### src/rtl/uart_pkg.sv
// uart_pkg: types and constants shared by the UART receive path.
//   uart_rx_entry_t  - one FIFO entry {brk, parity, data[8:0]}
//   rx_cap_state_e   - capture FSM state of uart_rx_fifo
//   Parity*          - parity-mode encodings shared with the receiver
package uart_pkg;

  localparam logic [1:0] ParitySpace = 2'b00;
  localparam logic [1:0] ParityOdd   = 2'b01;
  localparam logic [1:0] ParityEven  = 2'b10;
  localparam logic [1:0] ParityMark  = 2'b11;

  // 'break' is a keyword, so the break flag is stored as brk.
  typedef struct packed {
    logic       brk;
    logic       parity;
    logic [8:0] data;
  } uart_rx_entry_t;

  typedef enum logic [1:0] {
    StIdle,
    StAck,
    StGuard
  } rx_cap_state_e;

endpackage

### src/rtl/sync_fifo_ram.sv
// sync_fifo_ram: FIFO storage array, one synchronous write port and one
// asynchronous read port. Contents are not reset.
//   i_clk      clock
//   i_wr_en    write strobe
//   i_wr_addr  write address
//   i_wr_data  write data
//   i_rd_addr  read address
//   o_rd_data  read data (combinational)
module sync_fifo_ram #(
  parameter int unsigned AddrWidth = 4,
  parameter int unsigned Width     = 11
) (
  input  logic                 i_clk,
  input  logic                 i_wr_en,
  input  logic [AddrWidth-1:0] i_wr_addr,
  input  logic [Width-1:0]     i_wr_data,
  input  logic [AddrWidth-1:0] i_rd_addr,
  output logic [Width-1:0]     o_rd_data
);

  logic [Width-1:0] r_mem [2**AddrWidth];

  always_ff @(posedge i_clk) begin
    if (i_wr_en) begin
      r_mem[i_wr_addr] <= i_wr_data;
    end
  end

  assign o_rd_data = r_mem[i_rd_addr];

endmodule

### src/rtl/uart_rx_fifo.sv
// uart_rx_fifo: receive buffer behind the UART receiver. Drains each frame
// from the receiver holding register via a one-cycle rxReceiveReq ack and
// stores {brk, parity, data} in a 2^DEPTH_LOG2 first-word-fall-through FIFO.
// Optional idle timeout enabled by macro UART_RX_FIFO_TIMEOUT_EN.
//   clk, rstN                    clock, async active-low reset
//   rxData/rxDataReceived/...    receiver side; rxReceiveReq is the ack
//   readReq/readData/...         host read port, head always visible
//   full, count, levelIrq        fill status (levelIrq vs. level threshold)
//   overflowSticky/clearOverflow lost-frame flag and its clear
//   timeoutIrq                   idle timeout (macro builds only)
module uart_rx_fifo
  import uart_pkg::*;
#(
  parameter int unsigned DEPTH_LOG2     = 4,
  parameter logic [15:0] TIMEOUT_CYCLES = 16'd4096
) (
  input  logic                clk,
  input  logic                rstN,
  input  logic [8:0]          rxData,
  input  logic                rxDataReceived,
  input  logic                rxParityError,
  input  logic                rxOverflow,
  input  logic                rxBreak,
  output logic                rxReceiveReq,
  input  logic                readReq,
  output logic [8:0]          readData,
  output logic                readParityError,
  output logic                readBreak,
  output logic                readValid,
  output logic                full,
  output logic [DEPTH_LOG2:0] count,
  input  logic [DEPTH_LOG2:0] level,
  output logic                levelIrq,
`ifdef UART_RX_FIFO_TIMEOUT_EN
  output logic                timeoutIrq,
`endif
  output logic                overflowSticky,
  input  logic                clearOverflow
);

  localparam int unsigned PtrW = DEPTH_LOG2 + 1;

  if (DEPTH_LOG2 < 1 || DEPTH_LOG2 > 8) begin : g_bad_depth
    $error("uart_rx_fifo: DEPTH_LOG2 must be in 1..8");
  end
  if (TIMEOUT_CYCLES == 16'd0) begin : g_bad_timeout
    $error("uart_rx_fifo: TIMEOUT_CYCLES must be non-zero");
  end

  // Capture FSM
  rx_cap_state_e r_state, w_state_d;
  logic          w_capture;

  always_ff @(posedge clk or negedge rstN) begin
    if (!rstN) r_state <= StIdle;
    else       r_state <= w_state_d;
  end

  always_comb begin
    w_state_d = r_state;
    unique case (r_state)
      StIdle:  if (rxDataReceived || rxBreak) w_state_d = StAck;
      StAck:   w_state_d = StGuard;
      // Receiver drops its flags at the ack edge; skip one cycle of stale inputs.
      StGuard: w_state_d = StIdle;
      default: w_state_d = StIdle;
    endcase
  end

  always_comb begin
    w_capture    = 1'b0;
    rxReceiveReq = 1'b0;
    unique case (r_state)
      StIdle:  w_capture    = rxDataReceived || rxBreak;
      StAck:   rxReceiveReq = 1'b1;
      default: ;
    endcase
  end

  // Break without a data word becomes a break-only entry with zero data.
  uart_rx_entry_t w_entry;
  always_comb begin
    w_entry = '0;
    if (rxDataReceived) begin
      w_entry.brk    = rxBreak;
      w_entry.parity = rxParityError;
      w_entry.data   = rxData;
    end else begin
      w_entry.brk = 1'b1;
    end
  end

  // Pointers carry a wrap bit above the address.
  logic [PtrW-1:0] r_wr_ptr, r_rd_ptr, w_wr_ptr_d, w_rd_ptr_d, w_count_d;
  logic            w_empty, w_full, w_full_d, w_push, w_pop, w_drop;
  logic            r_full, r_level_irq, r_ovf;

  assign w_empty = (r_wr_ptr == r_rd_ptr);
  assign w_full  = (r_wr_ptr[DEPTH_LOG2-1:0] == r_rd_ptr[DEPTH_LOG2-1:0]) &&
                   (r_wr_ptr[DEPTH_LOG2] != r_rd_ptr[DEPTH_LOG2]);
  assign w_pop   = readReq && !w_empty;
  // A same-cycle pop frees the slot, so a push into a full FIFO still lands.
  assign w_push  = w_capture && (!w_full || w_pop);
  assign w_drop  = w_capture && !w_push;

  assign w_wr_ptr_d = r_wr_ptr + PtrW'(w_push);
  assign w_rd_ptr_d = r_rd_ptr + PtrW'(w_pop);
  assign w_count_d  = w_wr_ptr_d - w_rd_ptr_d;
  assign w_full_d   = (w_wr_ptr_d[DEPTH_LOG2-1:0] == w_rd_ptr_d[DEPTH_LOG2-1:0]) &&
                      (w_wr_ptr_d[DEPTH_LOG2] != w_rd_ptr_d[DEPTH_LOG2]);

  always_ff @(posedge clk or negedge rstN) begin
    if (!rstN) begin
      r_wr_ptr    <= '0;
      r_rd_ptr    <= '0;
      r_full      <= 1'b0;
      r_level_irq <= 1'b0;
      r_ovf       <= 1'b0;
    end else begin
      r_wr_ptr    <= w_wr_ptr_d;
      r_rd_ptr    <= w_rd_ptr_d;
      r_full      <= w_full_d;
      r_level_irq <= (w_count_d >= level) && (level != '0);
      // Set wins over clear.
      r_ovf       <= w_drop || rxOverflow || (r_ovf && !clearOverflow);
    end
  end

  logic [$bits(uart_rx_entry_t)-1:0] w_head_raw;
  uart_rx_entry_t                    w_head;

  sync_fifo_ram #(
    .AddrWidth (DEPTH_LOG2),
    .Width     ($bits(uart_rx_entry_t))
  ) u_ram (
    .i_clk     (clk),
    .i_wr_en   (w_push),
    .i_wr_addr (r_wr_ptr[DEPTH_LOG2-1:0]),
    .i_wr_data (w_entry),
    .i_rd_addr (r_rd_ptr[DEPTH_LOG2-1:0]),
    .o_rd_data (w_head_raw)
  );

  // Mask the unreset array so the read port shows zero while empty.
  assign w_head          = w_empty ? '0 : uart_rx_entry_t'(w_head_raw);
  assign readData        = w_head.data;
  assign readParityError = w_head.parity;
  assign readBreak       = w_head.brk;
  assign readValid       = !w_empty;
  assign full            = r_full;
  assign count           = r_wr_ptr - r_rd_ptr;
  assign levelIrq        = r_level_irq;
  assign overflowSticky  = r_ovf;

`ifdef UART_RX_FIFO_TIMEOUT_EN
  logic [15:0] r_idle_cnt;
  logic        r_timeout_irq;

  always_ff @(posedge clk or negedge rstN) begin
    if (!rstN) begin
      r_idle_cnt    <= '0;
      r_timeout_irq <= 1'b0;
    end else if (w_push || w_pop || w_empty) begin
      r_idle_cnt    <= '0;
      r_timeout_irq <= 1'b0;
    end else if (r_idle_cnt != TIMEOUT_CYCLES) begin
      r_idle_cnt <= r_idle_cnt + 16'd1;
      if (r_idle_cnt + 16'd1 == TIMEOUT_CYCLES) r_timeout_irq <= 1'b1;
    end
  end

  assign timeoutIrq = r_timeout_irq;
`endif

endmodule

### config.mk
export PLATFORM = sky130hd
export DESIGN_NAME = uart_rx_fifo
export DESIGN_NICKNAME = d
export VERILOG_FILES = /design/src/rtl/uart_pkg.sv /design/src/rtl/sync_fifo_ram.sv /design/src/rtl/uart_rx_fifo.sv
export SDC_FILE = /design/constraint.sdc
export NUM_CORES = 1
export LEC_CHECK = 0
export BUFFER_PORTS_ARGS = -buffer_cell sky130_fd_sc_hd__buf_4
export CAP_MARGIN = 20
export CORE_ASPECT_RATIO = 1.4
export CORE_UTILIZATION = 50
export CTS_BUF_LIST = sky130_fd_sc_hd__clkbuf_4 sky130_fd_sc_hd__clkbuf_8
export DETAILED_ROUTE_END_ITERATION = 8
export PLACE_DENSITY = 0.69
export SETUP_SLACK_MARGIN = 0.2
export SLEW_MARGIN = 20
export SYNTH_ARGS = -nofsm -noshare
export SYNTH_HDL_FRONTEND = slang
export SYNTH_SLANG_ARGS = --single-unit
### constraint.sdc
create_clock -name clk -period 4.06 [get_ports clk]
set_input_delay 0.406 -clock clk [delete_from_list [all_inputs] [get_ports clk]]
set_output_delay 0.406 -clock clk [all_outputs]
set_load 0.005 [all_outputs]
# [Word level (Yosys, flattened, before mapping)]
# Memories as Yosys holds them, arrays and structs flattened.
# Index checks and enable logic that the tools add are counted.
[classes] reduce_logical=17 n_mux=9 addsub=4 n_eq_ne=7 magnitude_cmp=1
[ops] cell="$mux 11" count=1
[ops] cell="$add 5x1->5" count=2
[ops] cell="$mux 10" count=1
[ops] cell="$sub 5x5->5" count=2
[ops] cell="$eq 4x4->1" count=2
[ops] cell="$logic_and 1x1->1" count=7
[ops] cell="$eq 5x5->1" count=1
[ops] cell="$ge 5x5->1" count=1
[ops] cell="$mux 1" count=5
[ops] cell="$reduce_bool 5->1" count=1
[ops] cell="$logic_not 1->1" count=4
[ops] cell="$logic_or 1x1->1" count=4
[ops] cell="$pmux 2 s2" count=1
[ops] cell="$eq 2x1->1 const B" count=1
[ops] cell="$logic_not 2->1" count=1
[ops] cell="$mux 2" count=1
[ops] cell="$ne 1x1->1" count=2
[ops] cell="$ne 2x2->1 const B" count=1
[totals] wordCells=45 regBits=15 inputBits=22 ram_bits=176 out_inout_bits=21 mem_count=1
[mem_list] name="u_ram.r_mem" depth=16 width=11 read_ports=1 rd_clocked_by_memory_dff=0 write_ports=1 line="sync_fifo_ram.sv:21" rtl="logic [Width-1:0] r_mem [2**AddrWidth];"

# [Longest topological paths before layout]
[logic_depth] word_depth=9 mapped_depth=19 mapped_depth_nobuf=17

# [Modules after synthesis]
# From an unflattened synthesis, not the netlist that was laid out.
[hier_totals] cells_unflattened=421 area_unflattened_um2=8012.7
[by_module_without_submodules] mod="sync_fifo_ram" seq_area_each_um2=5285.1 cells_each=294 instances=1 area_per_inst_um2=6819.0
[by_module_without_submodules] mod="uart_rx_fifo" seq_area_each_um2=375.4 cells_each=127 instances=1 area_per_inst_um2=1193.6

# [Least setup slack after synthesis]
# OpenSTA, ideal clock, no wires.
[synth_timing] kind="register -> register" startpoint="register r_rd_ptr[1]" endpoint="register r_level_irq, in the netlist levelIrq" n_path_buf=2 setup_ns=0.126 arrival_ns=3.430 path_slack_ns=0.504 required_ns=3.934 path_stages_with_launch=19 period_less_slack_ns=3.556 cell_sequence="dfrtp_1 buf_2 buf_2 inv_1 ha_1 nand4_1 nor3_1 and2b_1 ha_1 ha_1 xnor2_1 ha_1 o21ai_0 nand2b_1 a21oi_1 xnor2_1 ha_1 o22ai_1 a21oi_1"
[synth_between] elab_chain_len=9 word_cells_on_any_way=13 classes_between="3 x add/sub; 1 x order compare; 2 x eq/ne; 7 x reduce/logical"
[synth_rtl] element="start: declaration" line="uart_rx_fifo.sv:94" rtl="logic [PtrW-1:0] r_wr_ptr, r_rd_ptr, w_wr_ptr_d, w_rd_ptr_d, w_count_d;"
[synth_rtl] element="start signal: assignment" line="uart_rx_fifo.sv:121" rtl="r_rd_ptr <= w_rd_ptr_d;"
[synth_rtl] element="$eq 5x5->1 or $eq 4x4->1 (tied branches)" line="uart_rx_fifo.sv:98, uart_rx_fifo.sv:99"
[synth_rtl] element="$logic_not 1->1 or $logic_and 1x1->1 (tied branches)" line="uart_rx_fifo.sv:101, uart_rx_fifo.sv:99"
[synth_rtl] element="$logic_and 1x1->1 or $logic_not 1->1 (tied branches)" line="uart_rx_fifo.sv:101, uart_rx_fifo.sv:103"
[synth_rtl] element="$logic_or 1x1->1 *" line="uart_rx_fifo.sv:103" rtl="assign w_push = w_capture && (!w_full || w_pop);"
[synth_rtl] element="$logic_and 1x1->1 *" line="uart_rx_fifo.sv:103"
[synth_rtl] element="$add 5x1->5 *" line="uart_rx_fifo.sv:106" rtl="assign w_wr_ptr_d = r_wr_ptr + PtrW'(w_push);"
[synth_rtl] element="net w_wr_ptr_d[1]" line="uart_rx_fifo.sv:94"
[synth_rtl] element="$sub 5x5->5 *" line="uart_rx_fifo.sv:108" rtl="assign w_count_d = w_wr_ptr_d - w_rd_ptr_d;"
[synth_rtl] element="$ge 5x5->1 *" line="uart_rx_fifo.sv:123" rtl="r_level_irq <= (w_count_d >= level) && (level != '0);"
[synth_rtl] element="$logic_and 1x1->1 *" line="uart_rx_fifo.sv:123"
[synth_rtl] element="end signal: assignment" line="uart_rx_fifo.sv:123"
[synth_rtl] element="end: declaration" line="uart_rx_fifo.sv:96" rtl="logic r_full, r_level_irq, r_ovf;"
# Mark *: on every way through the listed nets, which the timed path passes. The rest lies on a longest branch.
# A chain may end at the register's enable or synchronous reset.

# [Worst setup path after layout]
[layout_timing] startpoint="register r_wr_ptr[2]" endpoint="register r_level_irq, in the netlist levelIrq"
[layout_between] elab_chain_len=9 word_cells_on_any_way=13 classes_between="3 x add/sub; 1 x order compare; 2 x eq/ne; 7 x reduce/logical"
[layout_rtl] element="start: declaration" line="uart_rx_fifo.sv:94"
[layout_rtl] element="start signal: assignment" line="uart_rx_fifo.sv:120" rtl="r_wr_ptr <= w_wr_ptr_d;"
[layout_rtl] element="$eq 5x5->1 or $eq 4x4->1 (tied branches)" line="uart_rx_fifo.sv:98, uart_rx_fifo.sv:99"
[layout_rtl] element="$logic_not 1->1 or $logic_and 1x1->1 (tied branches)" line="uart_rx_fifo.sv:101, uart_rx_fifo.sv:99"
[layout_rtl] element="$logic_and 1x1->1 or $logic_not 1->1 (tied branches)" line="uart_rx_fifo.sv:101, uart_rx_fifo.sv:103"
[layout_rtl] element="$logic_or 1x1->1 *" line="uart_rx_fifo.sv:103"
[layout_rtl] element="$logic_and 1x1->1 *" line="uart_rx_fifo.sv:103"
[layout_rtl] element="$add 5x1->5 *" line="uart_rx_fifo.sv:106"
[layout_rtl] element="net w_wr_ptr_d[1]" line="uart_rx_fifo.sv:94"
[layout_rtl] element="$sub 5x5->5 *" line="uart_rx_fifo.sv:108"
[layout_rtl] element="$ge 5x5->1 *" line="uart_rx_fifo.sv:123"
[layout_rtl] element="$logic_and 1x1->1 *" line="uart_rx_fifo.sv:123"
# Marks and branches as above.

==> impl_metrics.tcl <==
set metrics [dict create \
    synth_cells 408 \
    antenna_found_initial 0 \
    cp-end-kind "flop" \
    path_clk_slew_ps 100 \
    syn_to_final_growth_pct 12.8 \
    start_util 0.513 \
    tightestPinTransition_ps 781 \
    grt_remaining_overflow 0 \
    maxCapViolations 0 \
    htreeDepth 4 \
    dieArea_sq_um 16500 \
    routed_wl_mm 15.4 \
    numCtsBuffers 17 \
    place_ws_ps 407 \
    grt_pass1_vias 4118 \
    die_x_um 109 \
    busiest_layer "met2" \
    use_met2 0.358 \
    ys_seq_elements 191 \
    yosysWarnings 0 \
    finalNonFillerCells 680 \
    ant_nets 0 \
    holdWs_ps 153 \
    cts.sinks 191 \
    grt_use_met3 0.0449 \
    status "complete, no violations" \
    finalInstanceArea_sq_um 9040 \
    synth-edff-count 176 \
    finalSetupTns_ps 0 \
    post-place-cells 647 \
    start_kind "flop" \
    hold_class "in2reg" \
    insertion_delay_ps 450 \
    p_per_area_nw_per_um2 717 \
    setup_ws_ps 485 \
    drt-initial-drc-count 219 \
    hpwl_mm 10.0 \
    nFillCells 1162 \
    ys_types 31 \
    critical_path_peak_fanout 11 \
    use_met1 0.243 \
    viasPerCell 5.76 \
    rsz0062_at_grt "false" \
    cts.path.max_buffers 2 \
    synth-main-ff-cell "edfxtp_1" \
    drive_above_1_share 0.227 \
    drc 0 \
    worst_ep_required_time_ps 4400 \
    avgSynthCellArea_sq_um 19.6 \
    rows 54 \
    dpl_cell_area_sq_um 8620 \
    layout_common_cells "edfxtp_1 (176), buf_4 (60), mux4_1 (37), mux2i_1 (22), inv_1 (18)" \
    skew_ps 11.1 \
    die_h_um 152 \
    slew_violations 0 \
    mostFrequentLayoutCell "edfxtp_1" \
    syn_area_sq_um 8010 \
    min_period_ps 3570 \
    grt_max_degree 48 \
    async_reset_ff_frac 0.0785 \
    min_period_over_period 0.880 \
    fmax_ghz 0.280 \
    yosysSeqAreaShare 0.706 \
    grt_pass1_wl_mm 23.4 \
    first_pass_iters 5 \
    slew-limit-headroom 0.479 \
    ir_drop_v 0.000644 \
    antenna-diode-count 0 \
    root_buffer "clkbuf_8" \
    crit_arrival_ps 3910 \
    power_leakage_uw 0.00329 \
    place.gp.congestion 0.773 \
    hold_viol_final 0 \
    design.core.area_sq_um 15600 \
    tritoncts "built" \
    vias 3919 \
    worstSetupPathType "reg2reg" \
    port_buffers 42 \
    synth_nets 448 \
    wire_per_inst_um 22.7 \
    final_net_count 511 \
    track_usage 0.205 \
    pin_count 43 \
    finalSetupViolCount 0 \
]
[cell families (layout without fill, tap and decap cells)]
group / Yosys count / count (layout) / share of synthesized area
flops: 191 / 191 / 0.706
fa+ha+maj: 19 / 19 / 0.0303
compound gates: 23 / 23 / 0.0175
xor+xnor: 15 / 15 / 0.0164
buf+inv: 36 / 112 / 0.0236
simple gates: 58 / 58 / 0.0375
mux: 66 / 66 / 0.168
[metal layers]
metal	part of all wire	wire length (um)	vias to the layer above
met5	0	0	-
met4	0.026	400	0
met3	0.049	753	24
met2	0.54	8270	122
met1	0.39	5990	1992
li1	-	-	1781
[state kept, by name, indices dropped and copies added, names as in the netlist]
name,count
full,1
levelIrq,1
overflowSticky,1
r_rd_ptr,5
r_state,2
r_wr_ptr,5
u_ram.r_mem,176
[cell usage after synthesis, drive strengths merged (2+ instances only)]
| cell | number | share of area |
|---|---|---|
| and2 | 11 | 0.0086 |
| xnor2 | 13 | 0.014 |
| dfrtp | 15 | 0.047 |
| mux2i | 22 | 0.027 |
| o22ai | 12 | 0.0094 |
| a21o | 2 | 0.0019 |
| inv | 19 | 0.0089 |
| nand2b | 6 | 0.0047 |
| nand3 | 8 | 0.0050 |
| xor2 | 2 | 0.0022 |
| buf | 14 | 0.013 |
| ha | 17 | 0.027 |
| nor2 | 16 | 0.0075 |
| o21ai | 2 | 0.0012 |
| nor3 | 6 | 0.0037 |
| edfxtp | 176 | 0.66 |
| a21oi | 6 | 0.0037 |
| clkbuf | 3 | 0.0014 |
| nor2b | 4 | 0.0031 |
| nand4 | 2 | 0.0016 |
| nand2 | 3 | 0.0014 |
| mux4 | 44 | 0.14 |
[where the power goes]
| part | switching (uW) | total [uW] | internal, uW |
|---|---|---|---|
| registers | 115 | 2510 | 2400 |
| clock network | 704 | 1220 | 520 |
| logic | 1400 | 2740 | 1350 |
[metrics by stage]
step | utilization | power, uW
detailed placement | 0.552 | 5350
finish | 0.579 | 6480
CTS | 0.578 | 6560
floorplan | - | 4410
global route | 0.579 | 6890
global placement | 0.552 | 5270
[worst max-delay path, cell delays in order (launching register included)]
cell,delay [ps]
dfrtp_2,510
ha_1,400
nand4_1,150
nor3_2,200
and2b_1,260
ha_1,210
ha_1,330
xnor2_1,160
ha_1,210
o21ai_0,170
nand2b_1,70
a21oi_1,170
xnor2_1,140
ha_1,250
o22ai_1,160
a21oi_1,60
[path summary, 6_finish.rpt]
| path | startpoint | endpoint | slack (ps) | cells past startpoint |
|---|---|---|---|---|
| worst max-delay path | r_wr_ptr[2] | levelIrq | 490 | 15 |
| worst min-delay path | rxOverflow | overflowSticky | 150 | 2 |
| worst max register to register | r_wr_ptr[2] | levelIrq | 490 | 15 |
| worst min register to register | r_state[1] | r_state[1] | 480 | 1 |
| max in group asynchronous | rstN | r_wr_ptr[3] | 3520 | 2 |
| min in group asynchronous | rstN | r_state[0] | 330 | 2 |
[layout make-up]
type / instances / area [sq um] / area share
inverter: 19 / 71.3 / 0.00789
sequential: 191 / 5670 / 0.627
clock inverter: 15 / 168 / 0.0186
clock buffer: 17 / 234 / 0.0259
tap: 196 / 245 / 0.0271
multi-input combinational: 181 / 2190 / 0.243
timing repair buffer: 61 / 460 / 0.0510
[timing repair]
action	4_1_cts	5_1_grt
buffers inserted	0	0
endpoints found under the setup margin	0	1
hold buffers	1	0
resized for setup	0	3
endpoints found under the hold margin	15	0
(Power assumes the default switching activity.)
